## config.mk

```make
export PLATFORM = sky130hd
export DESIGN_NAME = n8_move_pulser
export DESIGN_NICKNAME = d
export VERILOG_FILES = /design/src/rtl/n8_move_pulser.sv
export SDC_FILE = /design/constraint.sdc
export NUM_CORES = 1
export LEC_CHECK = 0
export CORE_ASPECT_RATIO = 0.9
export CORE_MARGIN = 4
export CORE_UTILIZATION = 45
export DETAILED_ROUTE_END_ITERATION = 8
export GPL_TIMING_DRIVEN = 0
export MAX_ROUTING_LAYER = met4
export PLACE_DENSITY_LB_ADDON = 0.08
export SLEW_MARGIN = 20
export SYNTH_ARGS = -nofsm -noshare
export SYNTH_HDL_FRONTEND = slang
export SYNTH_SLANG_ARGS = --single-unit
export TNS_END_PERCENT = 20
```

## constraint.sdc

```tcl
create_clock -name clk -period 2.7 [get_ports clk]
set_input_delay 0.54 -clock clk [delete_from_list [all_inputs] [get_ports clk]]
set_output_delay 0.54 -clock clk [all_outputs]
set_load 0.005 [all_outputs]
```

## src/rtl/n8_move_pulser.sv

```systemverilog
// n8_move_pulser
//
// Turns raw N8 controller button levels into clean single-cycle move and
// action strobes for the player-position register. Each button is
// synchronized and debounced. Only one direction is accepted at a time.
// A held direction gives an initial strobe, then auto-repeats after a delay.
//
// Strobe protocol: every output strobe is a one-cycle high pulse with no
// back-pressure. The consumer must act in the cycle it is high. At most one
// of left/up/down/right/press_A is high in any cycle.
//
// Parameters
//   DB_TICKS      consecutive differing tick samples needed to flip a
//                 debounced level
//   REPEAT_DELAY  ticks from the first strobe of a held direction to the
//                 first repeat
//   REPEAT_PERIOD ticks between subsequent repeats
//
// Ports
//   clk                  system clock
//   reset                synchronous, active-high
//   tick                 one-cycle sample enable (frame rate)
//   btn_left/up/down/right/a  raw active-high levels, asynchronous to clk
//   left/up/down/right   single-cycle move strobes (registered)
//   press_A              single-cycle action strobe (registered)
//   dir_active           high while a direction is being held
//   state_dbg            current FSM state (debug observation)

module n8_move_pulser #(
    parameter int DB_TICKS      = 2,
    parameter int REPEAT_DELAY  = 20,
    parameter int REPEAT_PERIOD = 6
) (
    input  logic       clk,
    input  logic       reset,
    input  logic       tick,
    input  logic       btn_left,
    input  logic       btn_up,
    input  logic       btn_down,
    input  logic       btn_right,
    input  logic       btn_a,
    output logic       left,
    output logic       up,
    output logic       down,
    output logic       right,
    output logic       press_A,
    output logic       dir_active,
    output logic [1:0] state_dbg
);

    // Debounce counter sizing.
    localparam int DW = $clog2(DB_TICKS + 1);
    localparam logic [DW-1:0] DB_LAST = DW'(DB_TICKS - 1);

    // Repeat counter is shared by both hold states, so it is sized for the
    // larger of the two intervals.
    localparam int RMAX = (REPEAT_DELAY > REPEAT_PERIOD) ? REPEAT_DELAY : REPEAT_PERIOD;
    localparam int RW   = $clog2(RMAX + 1);
    localparam logic [RW-1:0] DELAY_LAST  = RW'(REPEAT_DELAY - 1);
    localparam logic [RW-1:0] PERIOD_LAST = RW'(REPEAT_PERIOD - 1);

    typedef enum logic [1:0] {
        IDLE        = 2'd0,
        HOLD_DELAY  = 2'd1,
        HOLD_REPEAT = 2'd2
    } state_t;

    // Button vector bit order: 0 left, 1 up, 2 down, 3 right, 4 A.
    logic [4:0]         raw;
    logic [4:0]         sync1;
    logic [4:0]         sync2;
    logic [4:0]         db;
    logic [4:0][DW-1:0] cnt;

    logic [3:0]         cand;
    logic               cand_valid;
    logic               fire;
    logic               a_rise;

    state_t             state;
    logic [3:0]         dir;
    logic [RW-1:0]      rcnt;
    logic [3:0]         strobe;
    logic               a_pend;
    logic               db_a_q;

    assign raw = {btn_a, btn_right, btn_down, btn_up, btn_left};

    // Two-flop synchronizer, clocked every cycle.
    always_ff @(posedge clk) begin
        if (reset) begin
            sync1 <= '0;
            sync2 <= '0;
        end else begin
            sync1 <= raw;
            sync2 <= sync1;
        end
    end

    // Per-button debounce. A sample equal to the debounced state clears the
    // counter, so only an unbroken run of DB_TICKS differing samples flips it.
    always_ff @(posedge clk) begin
        if (reset) begin
            db  <= '0;
            cnt <= '0;
        end else if (tick) begin
            for (int i = 0; i < 5; i++) begin
                if (sync2[i] == db[i]) begin
                    cnt[i] <= '0;
                end else if (cnt[i] == DB_LAST) begin
                    db[i]  <= ~db[i];
                    cnt[i] <= '0;
                end else begin
                    cnt[i] <= cnt[i] + DW'(1);
                end
            end
        end
    end

    // A chord (two or more directions) or no direction gives no candidate.
    assign cand       = db[3:0];
    assign cand_valid = $onehot(cand);
    assign a_rise     = db[4] & ~db_a_q;

    // Whether a direction strobe is issued on this clock edge. When a repeat
    // fires, cand equals dir, so the strobed direction is always cand.
    always_comb begin
        fire = 1'b0;
        case (state)
            IDLE:        fire = cand_valid;
            HOLD_DELAY:  fire = cand_valid && ((cand != dir) || (tick && (rcnt == DELAY_LAST)));
            HOLD_REPEAT: fire = cand_valid && ((cand != dir) || (tick && (rcnt == PERIOD_LAST)));
            default:     fire = 1'b0;
        endcase
    end

    always_ff @(posedge clk) begin
        if (reset) begin
            state      <= IDLE;
            dir        <= '0;
            rcnt       <= '0;
            strobe     <= '0;
            press_A    <= 1'b0;
            a_pend     <= 1'b0;
            db_a_q     <= 1'b0;
            dir_active <= 1'b0;
        end else begin
            db_a_q     <= db[4];
            strobe     <= fire ? cand : 4'b0000;
            dir_active <= (state != IDLE);

            // An A edge that collides with a direction strobe waits one cycle
            // so the outputs stay mutually exclusive.
            press_A <= (a_rise | a_pend) & ~fire;
            a_pend  <= (a_rise | a_pend) & fire;

            case (state)
                IDLE: begin
                    if (cand_valid) begin
                        dir   <= cand;
                        rcnt  <= '0;
                        state <= HOLD_DELAY;
                    end
                end
                HOLD_DELAY: begin
                    if (!cand_valid) begin
                        state <= IDLE;
                    end else if (cand != dir) begin
                        dir  <= cand;
                        rcnt <= '0;
                    end else if (tick) begin
                        if (rcnt == DELAY_LAST) begin
                            rcnt  <= '0;
                            state <= HOLD_REPEAT;
                        end else begin
                            rcnt <= rcnt + RW'(1);
                        end
                    end
                end
                HOLD_REPEAT: begin
                    if (!cand_valid) begin
                        state <= IDLE;
                    end else if (cand != dir) begin
                        dir   <= cand;
                        rcnt  <= '0;
                        state <= HOLD_DELAY;
                    end else if (tick) begin
                        if (rcnt == PERIOD_LAST) begin
                            rcnt <= '0;
                        end else begin
                            rcnt <= rcnt + RW'(1);
                        end
                    end
                end
                default: begin
                    state <= IDLE;
                end
            endcase
        end
    end

    assign left      = strobe[0];
    assign up        = strobe[1];
    assign down      = strobe[2];
    assign right     = strobe[3];
    assign state_dbg = state;

endmodule
```

==> flow_summary_export.csv, run 1 <==
group,metric,value,unit
yosys,syn_avg_cell_area,9.51,µm²
detailed_routing,via_per_inst,5.50,
critical_path,cp-end-kind,"register",
sta,worst_slack,43.8,ps
layout,antennaDiodeCount,0,
yosys,synth_cell_type_count,38,
hold_path,hold_path_class,"reg -> reg",
cts,path_clk_slew,80,ps
cts,clkSinkCount,44,
yosys,synth_ff_type,"dfxtp_1",
yosys,syn-cell-area,0.00192,mm²
sta,maxSlewViolCount,0,
detailed_routing,num_vias,1530,
die,ios,16,
yosys,async_reset_ff_frac,0,
die,dieArea,0.00538,mm²
critical_path,crit_type,"reg -> reg",
sta,setup_viol,0,
detailed_routing,wl_per_cell,15.1,µm
place,dpl_worst_slack,-163,ps
cts,h-tree-depth,2,
die,core,0.00410,mm²
place,place_hpwl,2.83,mm
die,die_w,76.9,µm
layout,drive_gt1_frac,0.148,
sta,final_hold_viol_count,0,
global_route,grt_max_degree,15,
yosys,yosysSeqAreaShare,0.458,
place,dp.cells,265,
cts,holdBufCountCts,0,
cts,cts.path.max_buffers,2,
cts,numCtsBuffers,5,
die,rows,22,
layout,mostFrequentLayoutCell,"dfxtp_1",
detailed_routing,finalWirelength,4.21,mm
layout,nNetsFinal,246,
yosys,synth_edf_count,0,
detailed_routing,drcViolationCount,0,
place,io_buffers,15,
yosys,synth_fp_nets,219,
detailed_routing,postRouteAntennaNets,0,
yosys,synth_area_leaders,"dfxtp_1 46%, ha_1 5.2%, mux2i_1 4.7%, nor2_1 4.5%, nor2b_1 4.2%",
global_route,grt_util_all_layers,0.167,
layout,area_growth,23.3,%
layout,fin_cells,278,
power_and_ir_drop,ir_drop,0.299,mV
yosys,syn-instance-count,202,
cts,tritoncts,"built",
global_route,grt_pass1_wl,6.80,mm
critical_path,startpoint_type,"register",
sta,holdWs,441,ps
power_and_ir_drop,leakage,0.911,nW
layout,fillerInstances,355,
sta,rsz0062_at_grt,"yes",
layout,mostFrequentLayoutCells,"41 x dfxtp_1, 22 x nor2_1, 15 x clkdlybuf4s50_1",
detailed_routing,firstDrtPassIters,4,
sta,tightest_slew,635,ps
yosys,synth_warnings,0,
yosys,synth_top_area_share,0.458,
cts,clockRootBuffer,"clkbuf_8",
sta,clock.fmax,0.376,GHz
job,cap_violations,0,
yosys,ys_ff_latch,44,
global_route,antenna_found_initial,0,
yosys,yosysTopAreaCell,"dfxtp_1",
status,outcome,"complete, no violations",
critical_path,required,2940,ps
cts,clkLatencyLatePin,300,ps
global_route,overflow,0,
place,dpl_cell_area,0.00214,mm²
power_and_ir_drop,pwr_density_cell,545,mW/mm²
sta,clock_skew,4.66,ps
die,dieHeight,70.0,µm
critical_path,worstPathArrival,2900,ps
place,gp_congestion,0.858,
global_route,grt_pass1_vias,1481,
power_and_ir_drop,power,1.29,mW
sta,min_period,2660,ps
die,start_util,0.469,
layout,stdcell_area,0.00237,mm²
critical_path,worstPathMaxFanout,8,
detailed_routing,drt_iter0_drc,72,
sta,slew_headroom,0.575,
sta,min_period_over_period,0.984,
[final cells by class]
cell class / instances / area (µm²) / share of cell area
sequential: 44 / 892 / 0.376
clock inverter: 3 / 42.5 / 0.0180
clock buffer: 5 / 68.8 / 0.0290
buffer: 5 / 26.3 / 0.0111
tap: 48 / 60.1 / 0.0253
multi-input combinational: 140 / 1030 / 0.435
inverter: 12 / 50.0 / 0.0211
timing repair buffer: 21 / 199 / 0.0839
[per-layer routing]
metal	vias to the layer above	track usage	routed length, µm
met5	-	-	0
met4	0	0.0865	93
met3	12	0.0425	185
met2	42	0.265	1960
met1	725	0.196	1970
li1	751	-	-
[kinds of logic (layout without fill, tap and decap cells)]
logic type,Yosys count,in the layout,synth area share
AOI/OAI and AO/OA,36,36,0.128
xor gates and xnor gates,9,9,0.0449
adders and majority gates,9,9,0.0625
buffers and inverters,18,46,0.0430
DFF,44,44,0.458
muxes,9,9,0.0469
and+or+nand+nor,77,77,0.217
[registers in the layout, summed over array words and instances (netlist names)]
| register | cells |
|---|---|
| cnt | 10 |
| db | 5 |
| rcnt | 5 |
| sync1 | 5 |
| sync2 | 5 |
| dir | 4 |
| strobe | 4 |
| state_dbg | 2 |
| a_pend | 1 |
| db_a_q | 1 |
| dir_active | 1 |
| press_A | 1 |
[power breakdown]
part | internal [mW] | total [mW] | switching [mW]
logic | 0.0487 | 0.119 | 0.0705
clock network | 0.274 | 0.505 | 0.231
registers | 0.658 | 0.667 | 0.00834
[worst paths after layout]
kind / startpoint / end / slack (ps) / cells past startpoint
max: db[0]$_SDFFE_PP0P_ / rcnt[1]$_SDFFE_PP0P_ / 40 / 10
min: sync1[0]$_SDFF_PP0_ / sync2[0]$_SDFF_PP0_ / 440 / 1
max reg2reg: db[0]$_SDFFE_PP0P_ / rcnt[1]$_SDFFE_PP0P_ / 40 / 10
min reg2reg: sync1[0]$_SDFF_PP0_ / sync2[0]$_SDFF_PP0_ / 440 / 1
[timing repair]
action	in CTS	in global routing
pin swaps	8	10
resized for setup	13	7
buffers inserted	5	1
setup endpoints to repair	11	14
hold endpoints to repair	0	0
[stage by stage]
stage / util / setup TNS (ps)
final: 0.578 / 0
after global routing: 0.578 / -117
after CTS: 0.570 / -15.3
after detailed placement: 0.522 / -752
after global placement: 0.522 / -330
after floorplan: - / 0
[worst max-delay path, stage by stage (launching register included)]
cell	delay, ps
dfxtp_4	370
inv_4	40
fa_1	530
inv_1	50
ha_2	180
ha_4	210
or3b_4	430
nor2_4	160
o31ai_4	100
or3_1	380
a21oi_2	140
[cells in the mapped netlist (all sizes together), types with 4 or more instances]
cell type  number
clkbuf          4
nor2b          13
dfxtp          44
xnor2           9
inv            11
ha              8
nor2           23
and3            7
a21oi           9
mux2i           9
o21ai          14
nand2           9
nor3            8
nor3b           5
(Power assumes the default switching activity.)
==> inputs of run 2 (changes only) <==
Settings changed: CORE_MARGIN 4 to default, DONT_BUFFER_PORTS from default to 1.
==> run 2 against run 1 <==
Wire length decreased by 7.5%. Die area decreased by 16%. First-iteration DRC count shrank 36%. Global-route usage grew 2.6 points.
==> flow_summary_export.csv, run 2 (synthesized netlist as in run 1, its figures left out) <==
group,metric,value,unit
layout,top_register,"cnt",
critical_path,reg2reg_to,"rcnt[2]$_SDFFE_PP0P_",
critical_path,ff2ff_path_depth,11,
hold_path,hold_start,"btn_a",
detailed_routing,finalWirelength,3.89,mm
hold_path,hold_path_end,"sync1[4]$_SDFF_PP0_",
sta,rsz0062_at_grt,"yes",
power_and_ir_drop,leakage,0.856,nW
sta,setup_viol,0,
detailed_routing,drcViolationCount,0,
sta,clock_skew,4.14,ps
layout,antennaDiodeCount,0,
sta,setup_tns,0,ps
sta,clock.fmax,0.370,GHz
die,dieArea,0.00454,mm²
cts,tritoncts,"built",
hold_path,hold_path_class,"in -> reg",
sta,tightest_slew,526,ps
die,rows,22,
global_route,grt_util_all_layers,0.193,
layout,mostFrequentLayoutCell,"dfxtp_1",
power_and_ir_drop,combPwrFrac,0.084,
layout,stdcell_area,0.00223,mm²
critical_path,cp-end-kind,"register",
die,ios,16,
layout,fillerInstances,366,
global_route,grt_pass1_vias,1431,
critical_path,r2r_setup_slack,0.2,ps
critical_path,worstPathArrival,2890,ps
cts,h-tree-depth,2,
sta,maxSlewViolCount,0,
sta,slew_headroom,0.650,
sta,min_period,2700,ps
layout,area_growth,16.1,%
die,die_w,70.9,µm
cts,cts.path.max_buffers,2,
power_and_ir_drop,seq_power_share,0.526,
layout,mostFrequentLayoutCells,"41 x dfxtp_1, 22 x nor2_1, 13 x nor2b_1",
hold_path,holdPathStages,1,
place,gp_congestion,0.835,
layout,nNetsFinal,232,
detailed_routing,num_vias,1437,
cts,path_clk_slew,80,ps
critical_path,r2r_start,"db[0]$_SDFFE_PP0P_",
power_and_ir_drop,p_switching,295,µW
die,dieHeight,64.0,µm
die,core,0.00407,mm²
detailed_routing,wl_per_cell,14.7,µm
layout,largest_register_ffs,10,
global_route,antenna_found_initial,0,
place,place_hpwl,2.64,mm
detailed_routing,via_per_inst,5.44,
power_and_ir_drop,pwr_density_cell,568,mW/mm²
sta,min_period_over_period,1.00,
critical_path,worstPathMaxFanout,8,
global_route,grt_pass1_wl,6.41,mm
power_and_ir_drop,clkPwrFrac,0.390,
detailed_routing,drt_iter0_drc,46,
cts,clockRootBuffer,"clkbuf_8",
place,dpl_cell_area,0.00199,mm²
critical_path,crit_type,"reg -> reg",
cts,clkSinkCount,44,
cts,clkLatencyLatePin,290,ps
cts,numCtsBuffers,5,
power_and_ir_drop,p_int,973,µW
die,start_util,0.472,
power_and_ir_drop,ir_drop,0.338,mV
sta,final_hold_viol_count,0,
sta,holdWs,372,ps
critical_path,required,2890,ps
power_and_ir_drop,switching_share,0.232,
place,io_buffers,0,
detailed_routing,firstDrtPassIters,6,
critical_path,startpoint_type,"register",
job,cap_violations,0,
global_route,overflow,0,
detailed_routing,postRouteAntennaNets,0,
power_and_ir_drop,power,1.27,mW
global_route,grt_max_degree,14,
status,outcome,"complete, no violations",
layout,drive_gt1_frac,0.176,
cts,holdBufCountCts,0,
-- run 2: changes by cell type in the layout (fill, tap and decap cells not counted), sizes merged --
cell	before	now
buf	7	8
clkbuf	9	10
clkdlybuf4s50	15	0
clkinv	3	2
-- run 2: worst max-delay path by stage --
stage,startpoint,to,slack [ps],cells after the start
after CTS,db[3]$_SDFFE_PP0P_,state_dbg[1]$_SDFFE_PP0P_,-40,9
final,db[0]$_SDFFE_PP0P_,rcnt[2]$_SDFFE_PP0P_,0.2,11
after global routing,db[0]$_SDFFE_PP0P_,rcnt[2]$_SDFFE_PP0P_,-90,11
after global placement,db[3]$_SDFFE_PP0P_,rcnt[1]$_SDFFE_PP0P_,-100,11
after detailed placement,db[3]$_SDFFE_PP0P_,state_dbg[0]$_SDFFE_PP0P_,-180,11
after floorplan,db[0]$_SDFFE_PP0P_,state_dbg[0]$_SDFFE_PP0P_,20,11
-- run 2: final cells by class --
| class | instances | area [µm²] | area share |
|---|---|---|---|
| Timing Repair Buffer | 6 | 45.0 | 0.0202 |
| Inverter | 12 | 47.5 | 0.0213 |
| Buffer | 6 | 37.5 | 0.0168 |
| Tap cell | 48 | 60.1 | 0.0269 |
| Clock inverter | 2 | 35.0 | 0.0157 |
| Clock buffer | 6 | 72.6 | 0.0325 |
| Sequential cell | 44 | 892 | 0.400 |
| Multi-Input combinational cell | 140 | 1040 | 0.467 |
-- run 2: power groups by stage --
stage	logic (mW)	registers, mW	clock network [mW]
finish	0.106	0.667	0.494
global route	0.116	0.669	0.537
CTS	0.0952	0.667	0.501
detailed placement	0.0883	0.684	0
global placement	0.0849	0.683	0
floorplan	0.0680	0.682	0
-- run 2: critical path, stage by stage, from the launching register on --
cell	delay (ps)
dfxtp_4	370
inv_4	40
fa_1	550
inv_2	50
ha_4	150
ha_4	200
or3b_1	360
buf_6	160
nor2_4	140
o31a_1	210
o21ai_1	90
a32o_1	280
-- run 2: through the flow --
stage | instances | util | setup WS, ps
final | 264 | 0.548 | 0.184
after global routing | 264 | 0.548 | -87.2
after CTS | 263 | 0.536 | -39.9
after detailed placement | 250 | 0.489 | -176
after global placement | 250 | 0.489 | -103
after floorplan | 202 | - | 15.9
-- run 2: timing repair --
action,in CTS,in global routing
gates resized for setup,13,9
endpoints found under the setup margin,11,14
pin swaps,11,8
hold endpoints to repair,0,0
buffers inserted,5,1
-- run 2: layer usage --
layer,track usage,up-vias,wire length [µm]
li1,-,727,-
met1,0.221,683,1880
met2,0.323,20,1830
met3,0.0473,7,119
met4,0.0825,0,55
met5,-,-,0
